## src/rtl/btn_event_arbiter.sv

```systemverilog
// btn_event_arbiter: turns debounced button levels into short-press and
// long-press events, keeps one pending event of each kind per button and
// hands them out one at a time over a valid/ready port chosen round-robin.
module btn_event_arbiter #(
    parameter int N_BTN       = 4,
    parameter int HOLD_CYCLES = 100_000_000,
    parameter int CNT_W       = 27,
    parameter int IDX_W       = 2
) (
    input  logic             clk,
    input  logic             rst_n,
    input  logic [N_BTN-1:0] btn_lvl,
    input  logic             ev_ready,
    output logic             ev_valid,
    output logic [IDX_W-1:0] ev_idx,
    output logic             ev_long,
    input  logic             ovr_clr,
    output logic [N_BTN-1:0] ovr_flags
);

    // The counter starts advancing on the second consecutive high sample,
    // so it reads HOLD_CYCLES-2 exactly on the HOLD_CYCLES-th high sample.
    localparam logic [CNT_W-1:0] HOLD_FIRE = CNT_W'(HOLD_CYCLES - 2);
    localparam logic [CNT_W-1:0] HOLD_LAST = CNT_W'(HOLD_CYCLES - 1);
    localparam logic [IDX_W-1:0] IDX_LAST  = IDX_W'(N_BTN - 1);
    localparam logic [IDX_W:0]   N_EXT     = (IDX_W+1)'(N_BTN);

    logic [N_BTN-1:0] r_prev;
    logic [CNT_W-1:0] r_hold_cnt [N_BTN];
    logic [N_BTN-1:0] r_press_pend;
    logic [N_BTN-1:0] r_long_pend;
    logic [N_BTN-1:0] r_ovr;
    logic             r_valid;
    logic [IDX_W-1:0] r_idx;
    logic             r_long;
    logic [IDX_W-1:0] r_rr_ptr;

    logic [N_BTN-1:0] w_press_evt;
    logic [N_BTN-1:0] w_long_evt;
    logic [N_BTN-1:0] w_gnt_press;
    logic [N_BTN-1:0] w_gnt_long;
    logic [N_BTN-1:0] w_press_ovr;
    logic [N_BTN-1:0] w_long_ovr;
    logic             w_load;
    logic             w_found;
    logic             w_gnt_is_long;
    logic [IDX_W-1:0] w_gnt_idx;
    logic [IDX_W-1:0] w_cand;
    logic [IDX_W:0]   w_sum;
    logic [IDX_W-1:0] w_rr_next;

    // Press on a rising level; long press on the HOLD_CYCLES-th high sample.
    always_comb begin
        w_press_evt = btn_lvl & ~r_prev;
        w_long_evt  = '0;
        for (int i = 0; i < N_BTN; i++) begin
            w_long_evt[i] = btn_lvl[i] & r_prev[i] & (r_hold_cnt[i] == HOLD_FIRE);
        end
    end

    // Previous level and per-button saturating hold counters.
    always_ff @(posedge clk or negedge rst_n) begin
        if (!rst_n) begin
            r_prev <= '0;
            for (int i = 0; i < N_BTN; i++) begin
                r_hold_cnt[i] <= '0;
            end
        end else begin
            r_prev <= btn_lvl;
            for (int i = 0; i < N_BTN; i++) begin
                if (!btn_lvl[i]) begin
                    r_hold_cnt[i] <= '0;
                end else if (r_prev[i] && (r_hold_cnt[i] != HOLD_LAST)) begin
                    r_hold_cnt[i] <= r_hold_cnt[i] + CNT_W'(1);
                end else begin
                    r_hold_cnt[i] <= r_hold_cnt[i];
                end
            end
        end
    end

    // Round-robin search from r_rr_ptr; press beats long within a button.
    always_comb begin
        w_load        = ~r_valid | ev_ready;
        w_found       = 1'b0;
        w_gnt_is_long = 1'b0;
        w_gnt_idx     = '0;
        w_cand        = '0;
        w_sum         = '0;
        for (int k = 0; k < N_BTN; k++) begin
            w_sum = {1'b0, r_rr_ptr} + (IDX_W+1)'(k);
            if (w_sum >= N_EXT) begin
                w_sum = w_sum - N_EXT;
            end else begin
                w_sum = w_sum;
            end
            w_cand = w_sum[IDX_W-1:0];
            if (!w_found && (r_press_pend[w_cand] || r_long_pend[w_cand])) begin
                w_found       = 1'b1;
                w_gnt_idx     = w_cand;
                w_gnt_is_long = ~r_press_pend[w_cand];
            end else begin
                w_found = w_found;
            end
        end
    end

    // Grant strobes, drop detection and the pointer value after a grant.
    always_comb begin
        w_gnt_press = '0;
        w_gnt_long  = '0;
        if (w_load && w_found) begin
            if (w_gnt_is_long) begin
                w_gnt_long[w_gnt_idx] = 1'b1;
            end else begin
                w_gnt_press[w_gnt_idx] = 1'b1;
            end
        end else begin
            w_gnt_press = '0;
        end
        // An event is only dropped if its bit is still occupied next cycle.
        w_press_ovr = w_press_evt & r_press_pend & ~w_gnt_press;
        w_long_ovr  = w_long_evt & r_long_pend & ~w_gnt_long;
        if (w_gnt_idx == IDX_LAST) begin
            w_rr_next = '0;
        end else begin
            w_rr_next = w_gnt_idx + IDX_W'(1);
        end
    end

    // Pending bits and sticky overrun flags; a new overrun beats ovr_clr.
    always_ff @(posedge clk or negedge rst_n) begin
        if (!rst_n) begin
            r_press_pend <= '0;
            r_long_pend  <= '0;
            r_ovr        <= '0;
        end else begin
            r_press_pend <= w_press_evt | (r_press_pend & ~w_gnt_press);
            r_long_pend  <= w_long_evt | (r_long_pend & ~w_gnt_long);
            r_ovr        <= (r_ovr & ~{N_BTN{ovr_clr}}) | w_press_ovr | w_long_ovr;
        end
    end

    // Output event register; held stable while stalled by ev_ready.
    always_ff @(posedge clk or negedge rst_n) begin
        if (!rst_n) begin
            r_valid  <= 1'b0;
            r_idx    <= '0;
            r_long   <= 1'b0;
            r_rr_ptr <= '0;
        end else if (w_load) begin
            if (w_found) begin
                r_valid  <= 1'b1;
                r_idx    <= w_gnt_idx;
                r_long   <= w_gnt_is_long;
                r_rr_ptr <= w_rr_next;
            end else begin
                r_valid  <= 1'b0;
            end
        end else begin
            r_valid <= r_valid;
        end
    end

    assign ev_valid  = r_valid;
    assign ev_idx    = r_idx;
    assign ev_long   = r_long;
    assign ovr_flags = r_ovr;

endmodule

```

## config.mk

```make
export PLATFORM = sky130hd
export DESIGN_NAME = btn_event_arbiter
export DESIGN_NICKNAME = d
export VERILOG_FILES = /design/src/rtl/btn_event_arbiter.sv
export SDC_FILE = /design/constraint.sdc
export NUM_CORES = 1
export LEC_CHECK = 0
export CORE_ASPECT_RATIO = 0.5
export CORE_UTILIZATION = 30
export CTS_BUF_LIST = sky130_fd_sc_hd__clkbuf_16
export DETAILED_ROUTE_END_ITERATION = 10
export PLACE_DENSITY_LB_ADDON = 0.08
export SYNTH_ARGS = -nofsm -noshare
export SYNTH_HDL_FRONTEND = slang
export SYNTH_SLANG_ARGS = --single-unit
```

## constraint.sdc

```tcl
create_clock -name clk -period 4.6 [get_ports clk]
set_input_delay 0.92 -clock clk [delete_from_list [all_inputs] [get_ports clk]]
set_output_delay 0.92 -clock clk [all_outputs]
set_load 0.1 [all_outputs]
```

==> results by group <==
Synth
  – Syn nets: a little under 800
  – Most instantiated cells after synthesis: dfrtp_1, nor2_1, nand2_1
  – Register area share after synthesis: 45.1%
  – Avg Cell Area, Syn: roughly 9.5 um^2
  – Seq cells post-synth: 130
  – Top_reg_cell synth: dfrtp_1
  – Synthesized instance count: 757
  – Top cell type's share of synthesized area: 45.1%
  – Most frequent cell after synthesis: dfrtp_1
  – Yosys warns: 0
  – Post-synth EDFFs: 0
  – Top cells by area, synth: dfrtp_1, xor2_1, nor2_1
  – Distinct cells, synth: 71
  – Post-synth top area cell: dfrtp_1
  – Syn Std Cell Area: approximately 7200 um^2
  – Post-synth ARST share: 100%

Clock network
  – Clk pin slew, worst setup/hold paths: ~0.05 ns
  – CTS root buf: clkbuf_16
  – Post-CTS Repair Setup Buffers: 0
  – Skew-Pair Late Insertion Delay: roughly 0.43 ns
  – Post-CTS Hold Buffers: 0
  – Number of gates resized after cts: 0
  – TritonCTS clock tree: yes
  – Htree depth: 4
  – Total clock sinks: 130
  – Num CTS Buffers: 17
  – Clock Path Buffers: 2

STA
  – Fin crit share: 68.3%
  – Fin Hold WS: around 0.49 ns
  – Max-slew violations: 0
  – Max Fclk: ~320 MHz
  – Minimum clock period: between 3 and 4 ns
  – # setup viols final: 0
  – Tightest Pin Transition: between 1 and 1.5 ns
  – Hold Vio Cnt, Final: 0
  – Clock Skew: 0.00731 ns
  – Worst rel slew slack: 21.7%
  – RSZ-0062 raised after global routing: false
  – Setup TNS: 0 ns
  – Setup ws final: around 1.5 ns

Cells and area
  – Share of layout cells above drive strength 1: 6.03%
  – Filler Cell Count: between 2000 and 2500
  – Area occupied by multi-input gates: 3740 um^2
  – Post-layout net count: roughly 790
  – Final design utilization: a little over a third
  – Post-route insts no fill: ~1100
  – Cell area after layout: between 8000 and 9000 um^2
  – # diodes: 0
  – Seq. cell area: between 3000 and 4000 um^2
  – P&R area growth vs syn: 13.4%

Drt
  – Via/cell ratio: just over 5
  – DRC violations left: 0
  – DR iter-0 viols: between 300 and 400
  – Detail Route Antenna Nets: 0
  – Drt wl/cell: approximately 15 um
  – Routed vias: between 5000 and 6000
  – Final WL: approximately 17000 um
  – DRT Pass-1 Iters: 7

Worst setup path
  – CP Class: flop to flop
  – Worst setup EP type: flop
  – Startpoint Class: flop
  – Req. time, crit path: around 5 ns
  – Critical path arrival: 3.44 ns
  – Crit path max fanout: 21

GRT
  – Tot GR Track Use: roughly 15%
  – Number of global-route vias before repair: about 5500
  – Total gr overflow: 0
  – Initial antenna violation count: 0
  – First-pass GRT wire length: approximately 29000 um
  – Largest net degree at the start of global routing: 73

Floorplanning
  – FP Rows: 39
  – Die Height: between 100 and 150 um
  – Die W: between 200 and 250 um
  – Starting density of the core: a little under a third
  – IO Pins: 16
  – Core box area: 23200 um^2
  – Full die area: ~25000 um^2

Power
  – Total chip power: ~3.3 mW
  – Pwr Density: 402 nW/um^2
  – LEAKAGE: 3.41 nW
  – VDD IR max: 335 uV

Placed design
  – Place WS: around 1.5 ns
  – Post-placement cell area: around 7700 um^2
  – GPL Wtd Cong: ~0.77
  – Detail Placement HPWL: around 11000 um
  – Placed Cells: roughly 1100
  – Port-buffer cells: 15

Status
  – Outcome: finished clean

Job
  – Max Cap Violations: 0

Hold path
  – HP Class: primary input to async pin
[layout make-up]
type | instances | share of cell area [%]
Multi-Input combinational cell | 571 | 45.7
Sequential cell | 130 | 39.7
Clock buffer | 17 | 5.20
Tap cell | 307 | 4.69
Timing Repair Buffer | 21 | 2.40
Inverter | 28 | 1.28
Clock inverter | 13 | 0.994
[flip-flops by register name (all words and copies together), names as in the netlist]
signal,flops
ev_idx,2
ev_long,1
ev_valid,1
ovr_flags,4
r_hold_cnt,108
r_long_pend,4
r_press_pend,4
r_prev,4
r_rr_ptr,2
[cell families (layout without fill, tap and decap cells)]
family                   after synthesis  count (layout)  share of synthesized area (%)
AO/OA/AOI/OAI                        103             103                           9.83
XOR/XNOR                              69              69                           8.37
adder cells (fa/ha/maj)               12              12                           2.08
buffers and inverters                 56              79                           3.21
flip-flops                           130             130                           45.1
multiplexers                          16              16                           3.48
AND/OR/NAND/NOR                      371             371                           28.0
[metal layers]
layer | up-vias | GRT usage [%] | share of wire [%]
li1 | 2739 | - | -
met1 | 2754 | 20.2 | 52
met2 | 56 | 22.4 | 44
met3 | 14 | 4.41 | 3.1
met4 | 0 | 4.34 | 1.0
met5 | - | 0 | 0
[critical path, stage by stage (launching register included)]
cell,delay [ns]
dfrtp_1,0.81
mux4_1,0.68
nor2_1,0.26
o31ai_1,0.09
and3b_1,0.18
a21oi_2,0.26
ha_1,0.23
inv_1,0.06
o31ai_1,0.35
o21ai_1,0.10
[path summary, 6_finish.rpt]
path | slack [ns] | depth (start not counted) | startpoint | to
worst max-delay path | 1.46 | 9 | r_rr_ptr[1] | ovr_flags[2]
worst min-delay path | 0.49 | 1 | rst_n | r_hold_cnt[88]
worst max register to register | 1.46 | 9 | r_rr_ptr[1] | ovr_flags[2]
worst min register to register | 0.49 | 1 | ev_long | ev_long
max in group asynchronous | 3.19 | 2 | rst_n | r_hold_cnt[17]
min in group clk | 0.49 | 1 | ev_long | ev_long
[layout by cell type, fill, tap and decap left out, drive strengths merged, types with 10 or more instances in the layout]
cell           count
a21oi             22
and2              24
and3              22
clkbuf            17
clkdlybuf4s50     14
clkinv            10
dfrtp            130
ha                12
inv               30
nand2             59
nand2b            10
nand3             45
nand4             32
nor2              77
nor3              18
nor4              18
o21ai             33
or3               20
xnor2             31
xor2              38
[power by group]
group	internal (mW)	switching (mW)	total, mW
clock network	0.715	0.493	1.21
logic	0.268	0.487	0.755
registers	1.20	0.121	1.33
total	2.19	1.10	3.29
No activity file was read; power rests on OpenSTA's default activity.
